<file path="src/rtl/tl_lamp_sequencer.sv">
// tl_lamp_sequencer: fixed-cycle traffic light phase sequencer.
// Each phase entry writes the new lamp pattern to six external SR latches
// through a four-cycle write sequence (present, strobe, hold, release).
// A pedestrian request may cut a green phase short once its minimum has run.
module tl_lamp_sequencer #(
  parameter int G_TICKS     = 8,
  parameter int Y_TICKS     = 3,
  parameter int R_TICKS     = 2,
  parameter int MIN_G_TICKS = 3
) (
  input  logic       clk,
  input  logic       rst_n,
  input  logic       tick,
  input  logic       ped_req,
  output logic [5:0] lamp_s,
  output logic [5:0] lamp_r,
  output logic       lamp_en,
  output logic [2:0] phase,
  output logic       busy
);

  localparam int MAX_D = (G_TICKS > Y_TICKS) ?
                         ((G_TICKS > R_TICKS) ? G_TICKS : R_TICKS) :
                         ((Y_TICKS > R_TICKS) ? Y_TICKS : R_TICKS);
  localparam int CW = $clog2(MAX_D + 1);

  localparam logic [CW-1:0] G_D = CW'(G_TICKS);
  localparam logic [CW-1:0] Y_D = CW'(Y_TICKS);
  localparam logic [CW-1:0] R_D = CW'(R_TICKS);
  // A green tick may force expiry once the count, after this tick, shows
  // MIN_G_TICKS elapsed: G - (cnt - 1) >= MIN  <=>  cnt <= G - MIN + 1.
  localparam logic [CW-1:0] CUT_MAX = CW'(G_TICKS - MIN_G_TICKS + 1);

  typedef enum logic [2:0] {
    PH_NS_G = 3'd0,
    PH_NS_Y = 3'd1,
    PH_AR1  = 3'd2,
    PH_EW_G = 3'd3,
    PH_EW_Y = 3'd4,
    PH_AR2  = 3'd5
  } phase_t;

  // SQ_START exists only to launch the AR2 write on the first edge after reset.
  typedef enum logic [2:0] {
    SQ_START = 3'd0,
    SQ_W0    = 3'd1,
    SQ_W1    = 3'd2,
    SQ_W2    = 3'd3,
    SQ_IDLE  = 3'd4
  } seq_t;

  function automatic phase_t next_phase(input phase_t p);
    case (p)
      PH_NS_G: next_phase = PH_NS_Y;
      PH_NS_Y: next_phase = PH_AR1;
      PH_AR1:  next_phase = PH_EW_G;
      PH_EW_G: next_phase = PH_EW_Y;
      PH_EW_Y: next_phase = PH_AR2;
      default: next_phase = PH_NS_G;
    endcase
  endfunction

  function automatic logic [CW-1:0] phase_dur(input phase_t p);
    case (p)
      PH_NS_G, PH_EW_G: phase_dur = G_D;
      PH_NS_Y, PH_EW_Y: phase_dur = Y_D;
      default:          phase_dur = R_D;
    endcase
  endfunction

  // Bit order: 0 NS_R, 1 NS_Y, 2 NS_G, 3 EW_R, 4 EW_Y, 5 EW_G.
  function automatic logic [5:0] phase_pattern(input phase_t p);
    case (p)
      PH_NS_G: phase_pattern = 6'b001_100;
      PH_NS_Y: phase_pattern = 6'b001_010;
      PH_EW_G: phase_pattern = 6'b100_001;
      PH_EW_Y: phase_pattern = 6'b010_001;
      default: phase_pattern = 6'b001_001;
    endcase
  endfunction

  phase_t        phase_reg, phase_next;
  seq_t          seq_reg, seq_next;
  logic [CW-1:0] cnt_reg, cnt_next;
  logic          ped_pend_reg, ped_pend_next;

  logic          expired;
  logic          is_green;
  logic [5:0]    pattern;
  phase_t        upcoming;

  // State registers; reset parks in AR2 with the clearance count loaded.
  always_ff @(posedge clk or negedge rst_n) begin
    if (!rst_n) begin
      phase_reg    <= PH_AR2;
      seq_reg      <= SQ_START;
      cnt_reg      <= R_D;
      ped_pend_reg <= 1'b0;
    end else begin
      phase_reg    <= phase_next;
      seq_reg      <= seq_next;
      cnt_reg      <= cnt_next;
      ped_pend_reg <= ped_pend_next;
    end
  end

  // Next-state: write-sequence stepping, phase advance, tick counting, ped flag.
  always_comb begin
    phase_next    = phase_reg;
    seq_next      = seq_reg;
    cnt_next      = cnt_reg;
    ped_pend_next = ped_pend_reg | ped_req;

    expired  = (cnt_reg == '0);
    is_green = (phase_reg == PH_NS_G) || (phase_reg == PH_EW_G);
    upcoming = next_phase(phase_reg);

    case (seq_reg)
      SQ_START: seq_next = SQ_W0;
      SQ_W0:    seq_next = SQ_W1;
      SQ_W1:    seq_next = SQ_W2;
      SQ_W2:    seq_next = SQ_IDLE;
      default:  seq_next = SQ_IDLE;
    endcase

    if (seq_reg == SQ_IDLE && expired) begin
      // Advance only when the latches are free; an expiry during a write
      // simply waits here with the count stuck at zero, so ticks are moot.
      phase_next = upcoming;
      cnt_next   = phase_dur(upcoming);
      seq_next   = SQ_W0;
      // Clear wins over a request arriving on the very entry edge.
      if (upcoming == PH_AR1 || upcoming == PH_AR2) begin
        ped_pend_next = 1'b0;
      end
    end else if (tick && !expired) begin
      if (is_green && ped_pend_reg && (cnt_reg <= CUT_MAX)) begin
        cnt_next = '0;
      end else begin
        cnt_next = cnt_reg - 1'b1;
      end
    end
  end

  assign busy    = (seq_reg == SQ_W0) || (seq_reg == SQ_W1) || (seq_reg == SQ_W2);
  assign lamp_en = (seq_reg == SQ_W1);
  assign phase   = phase_reg;
  assign pattern = phase_pattern(phase_reg);

  // Per-bit set/reset drive: set and reset are complementary and gated by
  // busy, so no bit can ever see both asserted.
  genvar gi;
  generate
    for (gi = 0; gi < 6; gi++) begin : g_lamp
      assign lamp_s[gi] = busy &  pattern[gi];
      assign lamp_r[gi] = busy & ~pattern[gi];
    end
  endgenerate

endmodule

</file>
<file path="config.mk">
export PLATFORM = sky130hd
export DESIGN_NAME = tl_lamp_sequencer
export DESIGN_NICKNAME = d
export VERILOG_FILES = /design/src/rtl/tl_lamp_sequencer.sv
export SDC_FILE = /design/constraint.sdc
export NUM_CORES = 1
export LEC_CHECK = 0
export ABC_AREA = 1
export BUFFER_PORTS_ARGS = -buffer_cell sky130_fd_sc_hd__buf_2
export CAP_MARGIN = 30
export CORE_MARGIN = 2
export CORE_UTILIZATION = 37
export DETAILED_ROUTE_END_ITERATION = 10
export PLACE_DENSITY = 0.65
export SYNTH_ARGS = -nofsm -noshare
export SYNTH_HDL_FRONTEND = slang
export SYNTH_SLANG_ARGS = --single-unit
</file>
<file path="constraint.sdc">
create_clock -name clk -period 1.7 [get_ports clk]
set_input_delay 0 -clock clk [delete_from_list [all_inputs] [get_ports clk]]
set_output_delay 0 -clock clk [all_outputs]
set_load 0.1 [all_outputs]
</file>
### Yosys cells after proc, flatten, opt, wreduce, memory -nomap -nowiden

Index checks and enable logic that the tools add are counted.
Widths: inputs -> output; s select.

* $add $sub $neg: 1
* multipliers: 0
* div/mod/pow operators: 0
* order comparisons: 1
* equality and inequality tests: 13
* shifts and indexed selects: 0
* muxes and demuxes: 10
* bitwise logic cells: 19
* reductions and logical operators: 16

Operators with widths (number)
* $pmux 6 s4: 1
* $eq 3x2->1 const B: 6
* $pmux 3 s5: 1
* $and 1x1->1: 12
* $eq 3x3->1 const B: 4
* $mux 4: 3
* $eq 3x1->1 const B: 3
* $logic_not 3->1: 3
* $pmux 3 s3: 1
* $pmux 4 s2: 1
* $not 1->1: 6
* $le 4x3->1 const B: 1
* $logic_and 1x1->1: 4
* $logic_not 4->1: 1
* $logic_or 1x1->1: 4
* $reduce_or 2->1: 2
* $sub 4x1->4 const B: 1
* $mux 3: 1
* $mux 1: 2
* $reduce_bool 2->1: 1
* $logic_not 1->1: 1
* $or 1x1->1: 1

* bits in registers: 11
* latch bits: 0
* RAM bits: 0
* bits in read-only memories: 0
* output and inout bits: 17
* word-level logic and storage cells: 64
* memories kept: 0

### Longest topological paths before layout

* depth after elaboration: 7
* depth in mapped cells: 11

### Worst setup path after synthesis

Ideal clock, no wire load.

* kind: register -> output
* start: reg seq_reg[0]
* end: out lamp_r[0]
* arrival: 4.095 ns
* data required time: 1.700 ns
* slack: -2.395 ns
* stages on the path, launching flop included: 5
* path through: dfrtp_1 > nor2_4 > nor2_1 > inv_1 > nor3_1

* word-level cells in the longest chain between the ends: 4
* elaborated cells on any way between the ends: 6
* classes of those cells: eq/ne (3); bitwise (1); reduce/logical (2)

RTL lines
* from (decl): RTL line 83 `seq_t seq_reg, seq_next;`
* from (signal assigned): RTL line 101 `seq_reg <= seq_next;`
* $eq 3x1->1 / $eq 3x2->1 (equally long branches): RTL line 145 `assign busy = (seq_reg == SQ_W0) || (seq_reg == SQ_W1) || (seq_reg == SQ_W2);`
* $logic_or 1x1->1: RTL line 145
* $logic_or 1x1->1 *: RTL line 145
* net busy: RTL line 19 `output logic busy`
* $and 1x1->1 *: RTL line 156 `assign lamp_r[gi] = busy & ~pattern[gi];`
* to (decl): RTL line 16 `output logic [5:0] lamp_r,`

Mark *: on every way through the listed nets, which the timed path passes. The rest lies on a longest branch.

### Final worst setup path

* start: reg phase_reg[2], in the netlist phase[2]
* end: out lamp_s[3]

* word-level cells in the longest chain between the ends: 3
* elaborated cells on any way between the ends: 6
* classes of those cells: eq/ne (3); mux (1); bitwise (1); reduce/logical (1)

RTL lines
* from (decl): RTL line 82 `phase_t phase_reg, phase_next;`
* from (signal assigned): RTL line 100 `phase_reg <= phase_next;`
* $eq 3x3->1, or another cell as far along: RTL line 73 `case (p)`
* $pmux 6 s4 *: RTL line 73
* $and 1x1->1 *: RTL line 155 `assign lamp_s[gi] = busy & pattern[gi];`
* to (decl): RTL line 15 `output logic [5:0] lamp_s,`

Every way passes the cells marked *; elsewhere a longest branch is shown, timed or not.

==> metrics.cfg <==
[outcome]
status = complete, no violations

[clocking]
max-clock-path-buffers = 2
clock_latency_ns = 0.27
path_clk_slew_ns = 0.07
cts_buffers = 3
h-tree-depth = 1
cts_tree = yes
cts-root-buf = clkbuf_4
clkSinkCount = 11

[timing]
timing.final.hold_violations = 0
min_period_ns = 1.610
tightest_slew_ns = 0.4887
finalClockSkew_ns = 0.003640
setup_violations = 0
rsz0062_at_grt = no
slew_headroom_pct = 67.64
clock.fmax_mhz = 621.0
drv_slew = 0
min_period_over_period_pct = 94.73

[final_layout]
layout-drive-gt1-share_pct = 44.60
multi_input_area_um2 = 529.3
layout_common_cells = nand2_1, inv_1, nor2_1, buf_12, buf_2
layout_commonest_cell = nand2_1
antenna_cells = 0
largest_reg_flops = 4
fin_nets = 146
area_growth_pct = 62.21
nFillCells = 178
design_area_um2 = 1230
ff_latch_area_um2 = 287.8

[route]
drt_first_pass_iters = 4
drc = 0
wl_per_cell_um = 11.12
vias = 799
routed_wl_um = 1846
drtIter0Drc = 8
detail-route-antenna-nets = 0
via_per_inst = 4.813

[synth]
syn-mean-instance-area_um2 = 6.831
syn_inst = 111
yosys_register_bits = 11
ys_seq_area_share_pct = 36.80
syn_area_um2 = 758.2
synth_cell_types = 21
synth_warnings = 0
synth_nets = 117

[die]
start_util_pct = 39.05
core_area_um2 = 1942
io_pins = 21
die_y_um = 49.27
die_x_um = 49.27
dieArea_um2 = 2428
row_count = 16

[setup_path]
worstSetupEndpointType = output pin
setup.worst_path.class = reg -> out
critPathRequiredTime_ns = 1.70
arrival_ns = 1.61
cp-start-kind = register
crit_fanout = 7

[placement]
postPlaceCellArea_um2 = 1145
io_buffers = 20
globalplace.congestion = 0.8471
hpwl_um = 1461

[grt]
grt_pass1_wl_um = 3194
grt_pass1_vias = 745
grt_max_degree = 13
overflow = 0
gr-usage-all-layers_pct = 16.59
antenna_found_initial = 0

[worst_hold_path]
hold_path.class = in -> reg

[job]
maxCapViolCount = 0

cell usage after synthesis, drive strengths merged:
| master | number | area share [%] |
|---|---|---|
| nor2 | 21 | 12 |
| nor3 | 2 | 1.3 |
| ha | 2 | 3.3 |
| xor2 | 1 | 1.2 |
| a31oi | 1 | 0.83 |
| nand2 | 32 | 18 |
| a21oi | 6 | 4.0 |
| o21ai | 7 | 4.6 |
| dfstp | 3 | 10 |
| dfrtp | 8 | 26 |
| o211ai | 1 | 0.99 |
| nand3 | 7 | 5.3 |
| nand4 | 2 | 1.6 |
| inv | 17 | 8.4 |
| buf | 1 | 1.5 |
path summary, 6_finish.rpt:
kind | startpoint | to | slack, ns | cells past startpoint
worst min register to register | cnt_reg[1] | cnt_reg[1] | 0.52 | 2
worst max-delay path | phase[2] | lamp_s[3] | 0.09 | 5
max in group asynchronous | rst_n | cnt_reg[1] | 1.30 | 2
worst min-delay path | tick | cnt_reg[1] | 0.11 | 5
min in group asynchronous | rst_n | seq_reg[0] | 0.13 | 2
worst max register to register | cnt_reg[1] | cnt_reg[3] | 0.19 | 10
metal layers:
layer / GRT usage, % / vias up / wire (um)
li1: - / 409 / -
met1: 21.11 / 375 / 809
met2: 27.48 / 11 / 961
met3: 4.601 / 4 / 51
met4: 4.286 / 0 / 24
met5: 0 / - / 0
critical path, stage by stage, from the launching register on:
cell and delay, ns:
dfstp_4 0.68, inv_2 0.09, nand3_2 0.14, nand2_2 0.10, nor2_4 0.14, buf_12 0.18
timing repair:
action | in CTS | in global routing
gates resized for setup | 4 | 5
hold buffers | 2 | 0
gates cloned | 0 | 0
endpoints found under the hold margin | 12 | 0
buffers inserted | 0 | 2
endpoints found under the setup margin | 3 | 4
pin swaps | 1 | 1
layout make-up:
type / count / share of cell area, %
clock buffer: 3 / 1.831
clock inverter: 1 / 0.4069
inverter: 17 / 5.392
multi-input combinational: 82 / 43.03
sequential: 11 / 23.40
tap: 27 / 2.747
timing repair buffer: 25 / 23.19
logic make-up after synthesis:
logic type / after synthesis / synth area share (%)
compound gates: 15 / 10.40
simple gates: 64 / 38.45
xor+xnor: 1 / 1.155
fa+ha+maj: 2 / 3.300
buf+inv: 18 / 9.901
flops: 11 / 36.80
per-stage QoR:
| step | TNS (ns) | hold WS, ns | std cells | utilization (%) | setup slack [ns] |
|---|---|---|---|---|---|
| 3_5_place_dp | 0 | -0.1182 | 158 | 58.96 | 0.1758 |
| 6_report | 0 | 0.1052 | 166 | 63.34 | 0.08962 |
| 2_1_floorplan | -2.637 | -0.2956 | 111 | - | -0.4270 |
| 4_1_cts | 0 | 0.09698 | 164 | 61.92 | 0.01752 |
| 5_1_grt | 0 | 0.1497 | 166 | 63.34 | 0.008535 |
| 3_3_place_gp | 0 | -0.1158 | 158 | 58.96 | 0.2019 |
Power is left out: the tool's default activity adds up to more than one toggle a clock period on the data nets, which glitch-free logic cannot reach.
